==> src/rtl/xrun_pkg.sv <==
// ----------------------------------------------------------------------------
// xrun_pkg
// Shared definitions for the picoVersat boot-run-dump sequencer (xrun_seq).
//   - state_t : 3-bit sequencer state encoding
//   - R0_ADDR : register-file address of the run/handshake register R0
// Data and address widths are parameters of xrun_seq; their defaults match
// DATA_W / REGF_ADDR_W in xdefs.vh.
// Optional feature macro used by the sequencer: XRUN_TIMEOUT_EN.
// ----------------------------------------------------------------------------
package xrun_pkg;

    localparam logic [2:0] S_IDLE   = 3'd0;
    localparam logic [2:0] S_WRITE  = 3'd1;
    localparam logic [2:0] S_SETTLE = 3'd2;
    localparam logic [2:0] S_POLL   = 3'd3;
    localparam logic [2:0] S_ADDR   = 3'd4;
    localparam logic [2:0] S_LOAD   = 3'd5;
    localparam logic [2:0] S_OUT    = 3'd6;
    localparam logic [2:0] S_FIN    = 3'd7;

    typedef enum logic [2:0] {
        ST_IDLE   = S_IDLE,
        ST_WRITE  = S_WRITE,
        ST_SETTLE = S_SETTLE,
        ST_POLL   = S_POLL,
        ST_ADDR   = S_ADDR,
        ST_LOAD   = S_LOAD,
        ST_OUT    = S_OUT,
        ST_FIN    = S_FIN
    } state_t;

    // R0 doubles as the start flag: the host writes non-zero, the core clears it.
    localparam int unsigned R0_ADDR = 0;

endpackage

==> src/rtl/xrun_cnt.sv <==
// ----------------------------------------------------------------------------
// xrun_cnt
// Saturating up-counter with synchronous clear/enable and a limit compare.
// Used by xrun_seq both as the execution cycle counter and as the timeout
// reference (hit_o).
// Ports:
//   clk    in   clock, rising edge
//   rst    in   asynchronous active-low reset
//   clr_i  in   synchronous clear (wins over en_i)
//   en_i   in   count enable; holds at all-ones once reached
//   lim_i  in   compare limit; 0 disables hit_o
//   cnt_o  out  current count
//   hit_o  out  cnt_o == lim_i and lim_i != 0
// ----------------------------------------------------------------------------
module xrun_cnt #(
    parameter int CNT_W = 32
) (
    input  logic             clk,
    input  logic             rst,
    input  logic             clr_i,
    input  logic             en_i,
    input  logic [CNT_W-1:0] lim_i,
    output logic [CNT_W-1:0] cnt_o,
    output logic             hit_o
);

    localparam logic [CNT_W-1:0] CNT_MAX = '1;
    localparam logic [CNT_W-1:0] CNT_ONE = {{(CNT_W-1){1'b0}}, 1'b1};

    logic [CNT_W-1:0] cnt_q;
    logic [CNT_W-1:0] cnt_d;

    always_comb begin
        cnt_d = cnt_q;
        if (clr_i) begin
            cnt_d = '0;
        end else if (en_i && (cnt_q != CNT_MAX)) begin
            cnt_d = cnt_q + CNT_ONE;
        end
    end

    always_ff @(posedge clk or negedge rst) begin
        if (!rst) begin
            cnt_q <= '0;
        end else begin
            cnt_q <= cnt_d;
        end
    end

    assign cnt_o = cnt_q;
    assign hit_o = (lim_i != '0) && (cnt_q == lim_i);

endmodule

==> src/rtl/xrun_seq.sv <==
// ----------------------------------------------------------------------------
// xrun_seq
// Boot-run-dump sequencer for the picoVersat register-file parallel port.
// Writes START_VAL to R0, polls R0 until the core clears it while counting
// cycles, then streams every register out over a valid/ready interface.
// Optional feature macro: XRUN_TIMEOUT_EN (poll timeout via timeout_lim).
// Ports:
//   clk          in   clock, rising edge
//   rst          in   asynchronous active-low reset
//   start        in   one-cycle launch pulse, accepted only when idle
//   busy         out  high from accepted start until the FIN state
//   done         out  one-cycle pulse at dump completion or timeout abort
//   timed_out    out  sticky timeout flag, cleared by an accepted start
//   cycles       out  execution cycle count of the last run
//   timeout_lim  in   poll limit (0 = no limit); used only with timeouts on
//   par_addr/par_we/par_in  out  register-file parallel port to xtop
//   par_out      in   register data, valid one cycle after par_addr
//   dump_valid/dump_ready   valid/ready handshake of the dump stream
//   dump_addr/dump_data     out  register index and contents
// ----------------------------------------------------------------------------
module xrun_seq
    import xrun_pkg::*;
#(
    parameter int DATA_W      = 32,
    parameter int REGF_ADDR_W = 4,
    parameter int START_VAL   = 1,
    parameter int CNT_W       = 32
) (
    input  logic                   clk,
    input  logic                   rst,
    input  logic                   start,
    output logic                   busy,
    output logic                   done,
    output logic                   timed_out,
    output logic [CNT_W-1:0]       cycles,
    input  logic [CNT_W-1:0]       timeout_lim,
    output logic [REGF_ADDR_W-1:0] par_addr,
    output logic                   par_we,
    output logic [DATA_W-1:0]      par_in,
    input  logic [DATA_W-1:0]      par_out,
    output logic                   dump_valid,
    input  logic                   dump_ready,
    output logic [REGF_ADDR_W-1:0] dump_addr,
    output logic [DATA_W-1:0]      dump_data
);

    localparam logic [DATA_W-1:0]      START_WORD = DATA_W'(START_VAL);
    localparam logic [REGF_ADDR_W-1:0] R0         = REGF_ADDR_W'(R0_ADDR);
    localparam logic [REGF_ADDR_W-1:0] LAST_ADDR  = '1;
    localparam logic [REGF_ADDR_W-1:0] ADDR_ONE   = {{(REGF_ADDR_W-1){1'b0}}, 1'b1};

    state_t                 state_q;
    logic                   busy_q;
    logic                   done_q;
    logic                   timed_out_q;
    logic [REGF_ADDR_W-1:0] par_addr_q;
    logic                   par_we_q;
    logic [DATA_W-1:0]      par_in_q;
    logic                   dump_valid_q;
    logic [REGF_ADDR_W-1:0] dump_addr_q;
    logic [DATA_W-1:0]      dump_data_q;

    logic             cnt_clr;
    logic             cnt_en;
    logic             cnt_hit;
    logic [CNT_W-1:0] cnt_lim;
    logic [CNT_W-1:0] cnt_val;
    logic             poll_zero;
    logic             abort;

    assign poll_zero = (par_out == '0);
    assign cnt_clr   = (state_q == ST_IDLE) && start;

`ifdef XRUN_TIMEOUT_EN
    assign cnt_lim = timeout_lim;
    // Abort only while R0 is still set; a zero seen on the limit cycle wins.
    assign abort   = (state_q == ST_POLL) && cnt_hit && !poll_zero;
`else
    logic unused_timeout;
    assign cnt_lim        = '0;
    assign abort          = 1'b0;
    assign unused_timeout = ^{timeout_lim, cnt_hit};
`endif

    // The aborting poll cycle is not counted, so cycles reads back the limit.
    assign cnt_en = (state_q == ST_POLL) && !abort;

    xrun_cnt #(
        .CNT_W (CNT_W)
    ) u_cnt (
        .clk   (clk),
        .rst   (rst),
        .clr_i (cnt_clr),
        .en_i  (cnt_en),
        .lim_i (cnt_lim),
        .cnt_o (cnt_val),
        .hit_o (cnt_hit)
    );

    always_ff @(posedge clk or negedge rst) begin
        if (!rst) begin
            state_q      <= ST_IDLE;
            busy_q       <= 1'b0;
            done_q       <= 1'b0;
            timed_out_q  <= 1'b0;
            par_addr_q   <= '0;
            par_we_q     <= 1'b0;
            par_in_q     <= '0;
            dump_valid_q <= 1'b0;
            dump_addr_q  <= '0;
            dump_data_q  <= '0;
        end else begin
            done_q <= 1'b0;
            case (state_q)
                ST_IDLE: begin
                    par_addr_q <= R0;
                    par_we_q   <= 1'b0;
                    if (start) begin
                        state_q     <= ST_WRITE;
                        busy_q      <= 1'b1;
                        timed_out_q <= 1'b0;
                        // Registered port: the write is presented during WRITE.
                        par_we_q    <= 1'b1;
                        par_in_q    <= START_WORD;
                    end
                end
                ST_WRITE: begin
                    par_we_q <= 1'b0;
                    par_in_q <= '0;
                    state_q  <= ST_SETTLE;
                end
                ST_SETTLE: begin
                    // One spare cycle so the first POLL sample reflects the write.
                    state_q <= ST_POLL;
                end
                ST_POLL: begin
                    if (abort) begin
                        timed_out_q <= 1'b1;
                        done_q      <= 1'b1;
                        busy_q      <= 1'b0;
                        state_q     <= ST_IDLE;
                    end else if (poll_zero) begin
                        par_addr_q <= R0;
                        state_q    <= ST_ADDR;
                    end
                end
                ST_ADDR: begin
                    state_q <= ST_LOAD;
                end
                ST_LOAD: begin
                    dump_data_q  <= par_out;
                    dump_addr_q  <= par_addr_q;
                    dump_valid_q <= 1'b1;
                    state_q      <= ST_OUT;
                end
                ST_OUT: begin
                    if (dump_ready) begin
                        dump_valid_q <= 1'b0;
                        if (par_addr_q == LAST_ADDR) begin
                            state_q <= ST_FIN;
                            done_q  <= 1'b1;
                            busy_q  <= 1'b0;
                        end else begin
                            par_addr_q <= par_addr_q + ADDR_ONE;
                            state_q    <= ST_ADDR;
                        end
                    end
                end
                ST_FIN: begin
                    par_addr_q <= R0;
                    state_q    <= ST_IDLE;
                end
                default: begin
                    state_q <= ST_IDLE;
                end
            endcase
        end
    end

    assign busy       = busy_q;
    assign done       = done_q;
    assign timed_out  = timed_out_q;
    assign cycles     = cnt_val;
    assign par_addr   = par_addr_q;
    assign par_we     = par_we_q;
    assign par_in     = par_in_q;
    assign dump_valid = dump_valid_q;
    assign dump_addr  = dump_addr_q;
    assign dump_data  = dump_data_q;

endmodule
==> config.mk <==
export PLATFORM = sky130hd
export DESIGN_NAME = xrun_seq
export DESIGN_NICKNAME = d
export VERILOG_FILES = /design/src/rtl/xrun_pkg.sv /design/src/rtl/xrun_cnt.sv /design/src/rtl/xrun_seq.sv
export SDC_FILE = /design/constraint.sdc
export NUM_CORES = 1
export LEC_CHECK = 0
export BUFFER_PORTS_ARGS = -buffer_cell sky130_fd_sc_hd__buf_2
export CELL_PAD_IN_SITES_DETAIL_PLACEMENT = 0
export CELL_PAD_IN_SITES_GLOBAL_PLACEMENT = 1
export CORE_AREA = 2 2 111 113
export DETAILED_ROUTE_END_ITERATION = 6
export DIE_AREA = 0 0 113 115
export PLACE_DENSITY_LB_ADDON = 0.2
export SLEW_MARGIN = 20
export SYNTH_ARGS = -nofsm -noshare
export SYNTH_HDL_FRONTEND = slang
export SYNTH_SLANG_ARGS = --single-unit
export TNS_END_PERCENT = 1
==> constraint.sdc <==
create_clock -name clk -period 2.89 [get_ports clk]
set_clock_uncertainty 0.2 [all_clocks]
set_input_delay 0.289 -clock clk [delete_from_list [all_inputs] [get_ports clk]]
set_output_delay 0.289 -clock clk [all_outputs]
set_load 0.03 [all_outputs]
==> reports/summary.md, run 1 <==
The run finished, with violations left. The checks that failed: DRC. The tree is rooted in a sky130_fd_sc_hd__clkbuf_16. The tools report the final total power as 4.94 mW. Number of pins exceeding their max-slew limit in the final report: 0. TritonCTS built the clock tree. Summed over all layers, the routed wires come to 10500 um.

The post-route cell area came out at 5240 um^2. For this run, the slowest stage of the critical path takes 0.53 ns. The data arrival time at the worst-slack endpoint came out at 2.58 ns. Area overhead of the layout relative to synthesis: 30.4%. The number of gates on the worst path with buffers counted came out at 6. The final core area utilization is 0.444, and the cell area reported after detailed placement is 4630 um^2. In this run the mean area of a mapped cell was 10.7 um^2. VDD sags by at most 0.000613 V.

The HPWL after detailed placement is 7220 um. The critical-path cell with the highest stage delay was sky130_fd_sc_hd__or4_1. The net count of the finished layout is 592. The most critical setup path has its endpoint at u_cnt.cnt_o[17]$_DFFE_PN0P_. The count of buffers added by post-CTS timing repair for setup is 0, and the starting utilization of the core area is 0.340. CTS saw 80 sinks. The tool flagged a number of max-cap violations equal to 0. The timing-limited maximum frequency is 399 MHz.

For the register area share after synthesis, the log shows 0.498. For the worst flop-to-flop path, the logic depth is 6. The first global-routing pass estimated 17300 um of wire.

Setup violations remaining at the end of the flow were counted as 0. The post-CTS clock slew at the launch and capture registers of the worst setup and hold paths works out to 0.06 ns. For the cell row count, the log shows 40. The pre-antenna-repair detailed-routing pass consisted of 6 iterations. The clock insertion delay at the later pin of the skew report is 0.34 ns. The most instantiated flip-flop cell in the synthesis netlist is sky130_fd_sc_hd__dfrtp_1.

Buffers inserted to repair hold after CTS numbered 31. The share of flip-flops with an asynchronous set or reset is 1.00, and the slack of the worst reg-to-reg path is 0.38 ns. After detailed routing, the number of vias per cell comes to 4.97. The detailed router's first-iteration violation count was 107. The total overflow left after global routing is 0. The count of nets left with antenna violations once routing finished came out at 0. The vertical die dimension was 115 um.

The last weighted congestion value of the routability-driven placer was 0.854. After detailed routing, the number of remaining DRC violations is 8. Of all nets on the critical path, the largest fanout is 25. Setup repair after global routing left no endpoint under its margin.

The critical path contains buffers and inverters numbering 0 combined. After floorplanning, the core was sized to cover 11800 um^2. The run gives 2 as the buffer levels on the longest clock path. The power density over the cells was 943 nW/um^2; the transition time at the pin with the least slew margin was 0.647 ns.

The number of antenna violations at the first check in global routing is 0. In the synthesized netlist, the number of instances is 376. The clock period could shrink to 2.51 ns.

Entering global routing, the biggest net connects 47 pins. The run gives 0 as the number of warnings reported in the yosys synthesis log. Summed over all cells, the static leakage comes to 2.56 nW. The share of final-layout standard cells stronger than drive strength 1 came out at 0.342.

The library cell used most frequently in the layout, excluding fill and tap cells, is sky130_fd_sc_hd__buf_2. In this run the critical register-to-register path is launched from u_cnt.cnt_o[0]$_DFFE_PN0P_. Endpoint of the worst-slack reg-to-reg timing path: u_cnt.cnt_o[17]$_DFFE_PN0P_.

The cell family contributing the most delay on the critical path is simple AND/OR/NAND/NOR gates. TritonCTS created 9 clock buffers. The launching element of the worst setup path was u_cnt.cnt_o[0]$_DFFE_PN0P_. During placement, the flow inserted port buffers numbering 112. Synthesis inferred 80 register bits.

Pin placement for this block handled 177 I/O pins. For the summed instance area of the synthesized netlist, the log shows 4020 um^2. In the layout the commonest cells are sky130_fd_sc_hd__buf_2 (111), sky130_fd_sc_hd__dfrtp_1 (80), sky130_fd_sc_hd__mux2_2 (37). The x dimension of the die is 113 um. In this run the number of H-tree levels came out at 3. For the normalized max-slew margin, the log shows 0.567. The die covers 13000 um^2.

After detailed routing, the average wire length per cell comes to 15.6 um. By startpoint and endpoint, the worst setup path is classified as flop to flop. Summing over every cut layer, the via total after detailed routing is 3347.

For the number of instances resized during post-cts repair, the log shows 0. The element type at the critical path end is a flop. In this run the worst hold path is classified as primary input to flop.

The worst hold margin is 0.0106 ns, and the global-route usage over all layers is 0.168. The tools report the setup TNS after final layout as 0 ns. Period utilization: 0.868.

For the number of global-route vias before repair, the log shows 3405. The tools report the number of antenna diodes as 0. The signal on the critical path passes through ha_1, and4_1, and3_1, a31o_2, or4_1, a21oi_1. Number of enable-type register cells in the synthesized netlist: 0. The element type at the critical path start is a flop. The final hold violation count was 0.

The number of different library cells used by synthesis comes to 42. For the worst setup path, the data required time is 2.96 ns.
layer usage:
metal | GRT usage | wire length, um
met5 | 0 | 0
met2 | 0.274 | 5040
met1 | 0.212 | 4730
met3 | 0.0622 | 625
met4 | 0.0415 | 93
flip-flops by register name, summed over array words and instances (netlist names):
| signal | cells |
|---|---|
| par_addr | 4 |
| dump_valid | 1 |
| par_in | 1 |
| busy | 1 |
| dump_data | 32 |
| u_cnt.cnt_o | 32 |
| done | 1 |
| dump_addr | 4 |
| par_we | 1 |
| state_q | 3 |
synth_stat cells (4+ instances only):
master | number | share of area
sky130_fd_sc_hd__a211oi_1 | 5 | 0.0093
sky130_fd_sc_hd__dfrtp_1 | 80 | 0.50
sky130_fd_sc_hd__clkbuf_1 | 5 | 0.0047
sky130_fd_sc_hd__a21oi_1 | 14 | 0.017
sky130_fd_sc_hd__a211o_1 | 4 | 0.0087
sky130_fd_sc_hd__nor4_1 | 8 | 0.012
sky130_fd_sc_hd__xnor2_1 | 7 | 0.015
sky130_fd_sc_hd__buf_2 | 6 | 0.0075
sky130_fd_sc_hd__nor3_1 | 7 | 0.0087
sky130_fd_sc_hd__and4_1 | 8 | 0.017
sky130_fd_sc_hd__and2_1 | 4 | 0.0062
sky130_fd_sc_hd__or4_1 | 4 | 0.0075
sky130_fd_sc_hd__buf_4 | 35 | 0.065
sky130_fd_sc_hd__mux2i_1 | 6 | 0.015
sky130_fd_sc_hd__nor2_1 | 16 | 0.015
sky130_fd_sc_hd__mux2_2 | 37 | 0.10
sky130_fd_sc_hd__nand4_1 | 12 | 0.019
sky130_fd_sc_hd__a31oi_1 | 10 | 0.016
sky130_fd_sc_hd__o31ai_1 | 4 | 0.0075
sky130_fd_sc_hd__o21ai_0 | 12 | 0.015
sky130_fd_sc_hd__and3_1 | 12 | 0.019
sky130_fd_sc_hd__nand2_1 | 30 | 0.028
sky130_fd_sc_hd__nand3_1 | 16 | 0.020
worst min path at each step:
stage,startpoint,to,slack (ns),cells after the start
finish,par_out[6],dump_data[6]$_DFFE_PN0P_,0.01,2
global route,par_out[28],dump_data[28]$_DFFE_PN0P_,0.005,2
CTS,par_out[6],dump_data[6]$_DFFE_PN0P_,0.001,2
detailed placement,rst,u_cnt.cnt_o[18]$_DFFE_PN0P_,0.15,1
global placement,rst,u_cnt.cnt_o[19]$_DFFE_PN0P_,0.15,1
floorplan,rst,busy$_DFFE_PN0P_,-0.21,0
where the power goes:
group          internal [mW]  switching [mW]  total (mW)
Clock                  0.695           0.467        1.16
Sequential              1.47           0.277        1.75
Combinational          0.712            1.32        2.03
Total                   2.88            2.06        4.94
logic make-up after synthesis:
logic type,after synthesis,synth area share
buffers and inverters,51,0.0822
DFF,80,0.498
adders and majority gates,2,0.00623
xor gates and xnor gates,7,0.0153
AOI/OAI and AO/OA,63,0.103
and+or+nand+nor,129,0.176
other,1,0.000933
muxes,43,0.119
worst reg2reg max path: stages, from the launching register on:
cell and delay [ns]:
sky130_fd_sc_hd__dfrtp_1 0.41, sky130_fd_sc_hd__ha_1 0.25, sky130_fd_sc_hd__and4_1 0.26, sky130_fd_sc_hd__and3_1 0.24, sky130_fd_sc_hd__a31o_2 0.39, sky130_fd_sc_hd__or4_1 0.53
sky130_fd_sc_hd__a21oi_1 0.15
stage by stage:
step / std cells / setup slack [ns]
4_1_cts: 674 / 0.377
6_report: 674 / 0.381
3_3_place_gp: 627 / 0.426
2_1_floorplan: 407 / 0.599
3_5_place_dp: 627 / 0.381
5_1_grt: 674 / 0.211
layout make-up:
type / count / area (um^2)
sequential: 80 / 2000
clock buffer: 12 / 246
tap: 147 / 184
inverter: 3 / 11.3
fill: 1146 / 6570
multi-input combinational: 276 / 1800
clock inverter: 4 / 53.8
timing repair buffer: 152 / 941
Power figures use the tool's default switching activity.
==> run 2, diff against run 1 <==
--- a/config.mk
+++ b/config.mk
@@ -6,11 +6,11 @@
 export NUM_CORES = 1
 export LEC_CHECK = 0
 export BUFFER_PORTS_ARGS = -buffer_cell sky130_fd_sc_hd__buf_2
-export CELL_PAD_IN_SITES_DETAIL_PLACEMENT = 0
-export CELL_PAD_IN_SITES_GLOBAL_PLACEMENT = 1
-export CORE_AREA = 2 2 111 113
+export CELL_PAD_IN_SITES_DETAIL_PLACEMENT = 2
+export CELL_PAD_IN_SITES_GLOBAL_PLACEMENT = 2
+export CORE_AREA = 2 2 123 125
 export DETAILED_ROUTE_END_ITERATION = 6
-export DIE_AREA = 0 0 113 115
+export DIE_AREA = 0 0 125 127
 export PLACE_DENSITY_LB_ADDON = 0.2
 export SLEW_MARGIN = 20
 export SYNTH_ARGS = -nofsm -noshare
==> reports/summary.md, run 2 (same netlist as run 1, synthesis figures left out) <==
The run finished with clean final reports. The count of buffers added by post-CTS timing repair for setup was 0 (unchanged). In the layout the commonest cells are sky130_fd_sc_hd__buf_2 (111), sky130_fd_sc_hd__dfrtp_1 (80), sky130_fd_sc_hd__mux2_2 (37). The most common library cell in the layout ignoring fill and taps is sky130_fd_sc_hd__buf_2. STA classifies the critical path startpoint as a flop.

The tools report the maximum number of pins on one net before global-route repair as 45 (-4.3%). The logs give 0 (unchanged) for the count of endpoints failing setup in the final report and 3489 (+4.2%) for the routed via count. The tools report the post-route cell area as 5300 um^2 (+1.1%).

The tools report the number of detailed-route iterations in the first pass as 4 (-2). The max-capacitance violation count came out at 0 (unchanged). H-tree depth: 3 (unchanged). The leakage power was 2.56 nW (+0.14%); the final hold violation count was 0 (unchanged).

The biggest fanout along the worst timing path works out to 25 (unchanged). The overall die area is 15900 um^2 (+22%), and the antenna violation net count after detailed routing is 0 (unchanged). The worst hold-check path type was primary input to flop. The post-route minimum period is 2.60 ns (+0.0927 ns), and the detailed router's first-iteration violation count is 100 (-6.5%).

Setup repair after global routing left no endpoint under its margin. The first-pass GRT wire length was 20800 um (+20%). The logs give 8840 um (+22%) for the HPWL after detailed placement and 0 (unchanged) for the number of pins exceeding their max-slew limit in the final report. For the met1 demand-to-capacity share in global routing, the log shows 0.188 (-0.0244). The required time of the worst setup path was 2.95 ns (about the same); the area overhead of the layout relative to synthesis was 31.9%.

The count of clock tree sinks is 80 (unchanged). Number of I/O port buffers: 112 (unchanged). The root buffer selected by CTS was sky130_fd_sc_hd__clkbuf_16.

The critical path is of the flop to flop type. The post-CTS clock slew at the launch and capture registers of the worst setup and hold paths came out at 0.06 ns (about the same). The logs give 0 (unchanged) for the number of antenna diodes and 0.279 (-0.0616) for the starting utilization of the core area. The logs give 14400 um^2 (+22%) for the core footprint and 0 (unchanged) for the number of instances resized during post-cts repair. The cell area reported after detailed placement came out at 4690 um^2 (+1.3%). The number of global-route vias before repair is 3858 (+13%). The vertical die dimension was 127 um (+10%); the global-route met3 utilization was 0.0561 (-0.00609).

Per-cell routed wire length: 17.9 um (+15%). The timing-limited maximum frequency was 384 MHz (-3.6%). The setup TNS after final layout is 0 ns (unchanged), and the maximum resistive drop on vdd is 0.000464 V (-24%).

Element type at the critical path end: a flop. Transition time at the pin with the least slew margin: 0.652 ns (+0.00497 ns). The tools report the fraction of met2 tracks used by global routing as 0.300 (+0.0263).

The x dimension of the die came out at 125 um (+11%). The tools report the detailed-route wire length as 12700 um (+21%). On the critical path the largest part of the delay comes from simple AND/OR/NAND/NOR gates.

The share of final-layout standard cells stronger than drive strength 1 is 0.343 (+0.00125), and the number of buffers inserted during clock tree synthesis is 9 (unchanged). The buffer and inverter count on the worst path is 0 (unchanged). The count of fill cells added during filler insertion was 1608 (+40%); the remaining global-route overflow was 0 (unchanged). For the last weighted congestion value of the routability-driven placer, the log shows 0.714 (-16%). The layer flagged by global routing as most heavily used is met2. The delay contributed by the slowest stage of the critical path is 0.62 ns (+0.09 ns), and the normalized max-slew margin is 0.564 (-0.00332). The power density over the cells works out to 937 nW/um^2 (-0.72%). TritonCTS built the clock tree. The slowest stage of the critical path belongs to the cell sky130_fd_sc_hd__a31o_2. The critical path goes through nand4_1, nor4_4, a31o_2, nand2_2, a31oi_1. The period utilization was 0.900 (+0.0321). The global-route usage over all layers is 0.165 (-0.00277), and the clock insertion delay at the later pin of the skew report is 0.35 ns (about the same). The data arrival time at the worst-slack endpoint is 2.66 ns (+0.08 ns), and the post-route DRC violation count is 0 (-8). The tools report the net total in the final layout as 594 (+0.34%). The tools report the number of antenna violations at the first check in global routing as 1 (+1). For the cell row count, the log shows 44 (+10%). The tools report the buffer levels on the longest clock path as 2 (unchanged).

The top-level port count is 177 (unchanged). The via-per-instance ratio works out to 4.90 (-1.3%).
[run 2: changes by cell type in the layout (fill, tap and decap cells not counted)]
cell	previous run	this run
sky130_fd_sc_hd__clkinv_4	1	2
sky130_fd_sc_hd__clkbuf_1	2	0
sky130_fd_sc_hd__inv_6	0	1
sky130_fd_sc_hd__bufinv_16	1	0
sky130_fd_sc_hd__buf_12	0	1
sky130_fd_sc_hd__dlygate4sd3_1	31	33
sky130_fd_sc_hd__buf_4	10	9
[run 2: worst register-to-register path, cell delays in order, from the launching register on]
cell and delay (ns):
sky130_fd_sc_hd__dfrtp_1 0.48, sky130_fd_sc_hd__nand4_1 0.27, sky130_fd_sc_hd__nor4_4 0.51, sky130_fd_sc_hd__a31o_2 0.62, sky130_fd_sc_hd__nand2_2 0.19, sky130_fd_sc_hd__a31oi_1 0.25
[run 2: report_power, final]
group / internal (mW) / switching [mW]
Sequential: 1.47 / 0.284
Clock: 0.607 / 0.495
Combinational: 0.728 / 1.38
Total: 2.81 / 2.16
[run 2: final cells by class]
| cell class | instances | area, um^2 | share of cell area |
|---|---|---|---|
| timing repair buffer | 154 | 973 | 0.184 |
| clock inverter | 5 | 41.3 | 0.00779 |
| inverter | 3 | 11.3 | 0.00212 |
| tap | 184 | 230 | 0.0434 |
| multi-input combinational | 276 | 1800 | 0.340 |
| clock buffer | 10 | 239 | 0.0451 |
| sequential | 80 | 2000 | 0.378 |
[run 2: final timing paths]
kind	start	to	slack, ns	cells past startpoint
worst max-delay path	u_cnt.cnt_o[19]$_DFFE_PN0P_	u_cnt.cnt_o[31]$_DFFE_PN0P_	0.29	5
worst min-delay path	dump_ready	done$_DFF_PN0_	0.03	3
worst max register to register	u_cnt.cnt_o[19]$_DFFE_PN0P_	u_cnt.cnt_o[31]$_DFFE_PN0P_	0.29	5
worst min register to register	dump_addr[2]$_DFFE_PN0P_	dump_addr[2]$_DFFE_PN0P_	0.29	2
max in group asynchronous	rst	dump_data[15]$_DFFE_PN0P_	1.45	3
min in group asynchronous	rst	u_cnt.cnt_o[21]$_DFFE_PN0P_	0.30	2
[run 2: timing repair]
| action | CTS | global route |
|---|---|---|
| setup endpoints to repair | 0 | 0 |
| hold buffers | 33 | 0 |
| hold endpoints to repair | 74 | 0 |
[run 2: per-layer routing]
metal / vias to the layer above / wire (um)
met5: - / 16
met2: 87 / 6760
met1: 1772 / 5160
met3: 14 / 704
met4: 2 / 101
li1: 1614 / -
[run 2: stage by stage]
step	util	worst slack (ns)	power, mW	hold WS (ns)	instances
after CTS	0.367	0.254	5.05	0.0235	712
after detailed placement	0.325	0.275	3.87	0.152	664
after global routing	0.367	0.0826	5.30	0.0422	712
after floorplan	-	0.599	3.23	-0.207	407
after global placement	0.325	0.358	3.80	0.146	664
final	0.367	0.288	4.96	0.0282	712
==> run 3, diff against run 2 <==
--- a/config.mk
+++ b/config.mk
@@ -8,9 +8,10 @@
 export BUFFER_PORTS_ARGS = -buffer_cell sky130_fd_sc_hd__buf_2
 export CELL_PAD_IN_SITES_DETAIL_PLACEMENT = 2
 export CELL_PAD_IN_SITES_GLOBAL_PLACEMENT = 2
-export CORE_AREA = 2 2 123 125
+export CORE_AREA = 2 2 119 121
+export CTS_CLUSTER_DIAMETER = 50
 export DETAILED_ROUTE_END_ITERATION = 6
-export DIE_AREA = 0 0 125 127
+export DIE_AREA = 0 0 121 123
 export PLACE_DENSITY_LB_ADDON = 0.2
 export SLEW_MARGIN = 20
 export SYNTH_ARGS = -nofsm -noshare
==> constraint.sdc (replaced) <==
create_clock -name clk -period 3 [get_ports clk]
set_clock_uncertainty 0.2 [all_clocks]
set_input_delay 0.3 -clock clk [delete_from_list [all_inputs] [get_ports clk]]
set_output_delay 0.3 -clock clk [all_outputs]
set_load 0.03 [all_outputs]
==> reports/summary.md, run 3 (same netlist as run 1, synthesis figures left out) <==
The post-route minimum period works out to 2.56 ns (-0.0428 ns). The net total in the final layout is 562 (-5.4%), and the x dimension of the die is 121 um (-3.2%). For the first-pass GRT wire length, the log shows 19700 um (-5.4%).

The count of clock tree sinks was 80 (unchanged). The top cell types in the final layout, fill and taps aside, are sky130_fd_sc_hd__buf_2 (111), sky130_fd_sc_hd__dfrtp_1 (80), sky130_fd_sc_hd__mux2_2 (37). The transition time at the pin with the least slew margin was 0.646 ns (-0.00599 ns). The data arrival time at the worst-slack endpoint is 2.62 ns (-0.04 ns).

The worst setup path is of the flop to flop kind. Count of fill cells added during filler insertion: 1520 (-5.5%). The run gives 677 (-4.9%) as the count of placed standard cells in the final layout, fillers left out. The run gives 0 ns (unchanged) as the setup TNS after final layout. On the critical path, the stage with the largest delay is an instance of sky130_fd_sc_hd__or4_1. The detailed router's first-iteration violation count was 99 (-1.0%). Via-per-instance ratio: 4.98 (+1.6%). The routed via count was 3372 (-3.4%); the leakage power was 2.44 nW (-5.0%). The tools report the normalized max-slew margin as 0.568 (+0.00401). For the top-level port count, the log shows 177 (unchanged). The tools report the destination of the worst hold path as dump_data[17]$_DFFE_PN0P_. The maximum number of pins on one net before global-route repair was 44 (-2.2%); the HPWL after detailed placement was 8600 um (-2.7%).

The run gives 3.06 ns (+0.11 ns) as the required time of the worst setup path. Setup repair after global routing left no endpoint under its margin. Endpoint of the worst-slack reg-to-reg timing path: u_cnt.cnt_o[17]$_DFFE_PN0P_. The tools report the maximum resistive drop on vdd as 0.000390 V (-16%). The run gives 3677 (-4.7%) as the number of global-route vias before repair. The global-route usage over all layers was 0.168 (+0.00364).

The number of pins exceeding their max-slew limit in the final report came out at 0 (unchanged). The starting utilization of the core area was 0.295 (+0.0166). Clock tree synthesis selected as its root buffer the cell sky130_fd_sc_hd__clkbuf_16.

Vertical die dimension: 123 um (-3.1%). The slack of the worst reg-to-reg path was 0.44 ns (+0.15 ns); the per-cell routed wire length was 17.6 um (-1.4%). The instance count along the most critical hold path works out to 2 (-1). For the number of buffers inserted during clock tree synthesis, the log shows 9 (unchanged). The tools report the element type at the critical path start as a flop. The remaining global-route overflow is 0 (unchanged). The area overhead of the layout relative to synthesis came out at 24.2%.

The detailed-route wire length is 11900 um (-6.3%), and the H-tree depth is 3 (unchanged). TritonCTS built the clock tree. For the cell row count, the log shows 43 (-2.3%).

Antenna violation net count after detailed routing: 0 (unchanged). The min-delay analysis places its worst path in the category primary input to flop. The share of final-layout standard cells stronger than drive strength 1 was 0.358 (+0.0153). The launching element of the worst setup path is u_cnt.cnt_o[0]$_DFFE_PN0P_.

The max-capacitance violation count is 0 (unchanged), and the count of buffers added by post-CTS timing repair for setup is 0 (unchanged). Reg-to-reg critical path startpoint: u_cnt.cnt_o[0]$_DFFE_PN0P_. The worst reg-to-reg path cell count was 6 (+1); the core footprint was 13600 um^2 (-5.6%). The period utilization was 0.853 (-0.0473). The post-route DRC violation count came out at 0 (unchanged). The number of antenna violations at the first check in global routing was 0 (-1). Walking the worst path, the cells encountered are ha_1, and4_1, and3_1, a31o_2, or4_1, a21oi_1. The last weighted congestion value of the routability-driven placer was 0.780 (+9.3%). Count of endpoints failing setup in the final report: 0 (unchanged). The biggest fanout along the worst timing path was 25 (unchanged); the final hold violation count was 0 (unchanged). The delay contributed by the slowest stage of the critical path is 0.53 ns (-0.09 ns), and the power density over the cells is 954 nW/um^2 (+1.8%). The post-CTS clock slew at the launch and capture registers of the worst setup and hold paths was 0.06 ns (about the same); the overall die area was 14900 um^2 (-6.2%).

Timing-limited maximum frequency: 391 MHz (+1.7%). The run finished with clean final reports. The buffer levels on the longest clock path was 2 (unchanged); the number of antenna diodes was 0 (unchanged).

For the number of instances in the placed design, the log shows 657 (-1.1%). The run gives 6 (+2) as the number of detailed-route iterations in the first pass. The number of I/O port buffers was 112 (unchanged). In this run the most critical hold path is launched from par_out[17]. The tools report the clock insertion delay at the later pin of the skew report as 0.34 ns (about the same). The worst setup path is captured at a flop. Leaving out fill and tap cells, the most frequent cell in the layout is sky130_fd_sc_hd__buf_2.
==> run 3: cell count changes in the layout (fill, tap and decap cells not counted), sizes merged <==
cell,previous run,this run
buf,121,118
bufinv,0,1
clkinv,2,3
dlygate4sd3,33,4
inv,4,3
==> run 3: critical path: cells and delay by family (launching register included) <==
kind / cells / cell delay [ns]
fa+ha+maj: 1 / 0.25
simple gates: 3 / 1.04
flops: 1 / 0.42
compound gates: 2 / 0.57
==> run 3: final cells by class <==
class	count	area, um^2	share of cell area
Sequential cell	80	2000	0.401
Multi-Input combinational cell	276	1800	0.361
Timing Repair Buffer	122	661	0.132
Clock buffer	10	229	0.0459
Tap cell	180	225	0.0451
Clock inverter	6	60.1	0.0120
Inverter	3	11.3	0.00226
==> run 3: how the worst max path moves through the flow <==
stage / end / cells after the start
4_1_cts: u_cnt.cnt_o[17]$_DFFE_PN0P_ / 6
5_1_grt: u_cnt.cnt_o[19]$_DFFE_PN0P_ / 5
2_1_floorplan: u_cnt.cnt_o[17]$_DFFE_PN0P_ / 6
3_3_place_gp: u_cnt.cnt_o[7]$_DFFE_PN0P_ / 6
6_report: u_cnt.cnt_o[17]$_DFFE_PN0P_ / 6
3_5_place_dp: u_cnt.cnt_o[17]$_DFFE_PN0P_ / 6
==> run 3: where the power goes <==
part	internal (mW)	total (mW)	switching (mW)	leakage (nW)
clock	0.641	1.10	0.461	0.138
sequential	1.42	1.70	0.282	1.02
combinational	0.659	1.96	1.30	1.28
==> run 3: per-stage QoR <==
stage / power, mW / util / area, um^2 / hold slack [ns] / setup slack (ns)
final: 4.76 / 0.367 / 4990 / 0.00954 / 0.441
after global routing: 5.07 / 0.367 / 4990 / 0.00774 / 0.220
after CTS: 4.85 / 0.367 / 4990 / 0.000279 / 0.417
after detailed placement: 3.71 / 0.342 / 4660 / 0.114 / 0.453
after global placement: 3.63 / 0.342 / 4660 / 0.115 / 0.497
after floorplan: 3.11 / - / 4140 / -0.196 / 0.709
==> run 3: what timing repair did <==
item | in CTS | in global routing
hold buffers | 4 | 0
hold endpoints to repair | 40 | 0
resized for setup | 0 | 0
==> run 3: layer usage <==
metal	vias to the layer above	GRT usage	part of all wire
li1	1552	-	-
met5	-	0	0
met1	1736	0.207	0.43
met2	74	0.294	0.52
met3	10	0.0424	0.048
met4	0	0.0458	0.0098
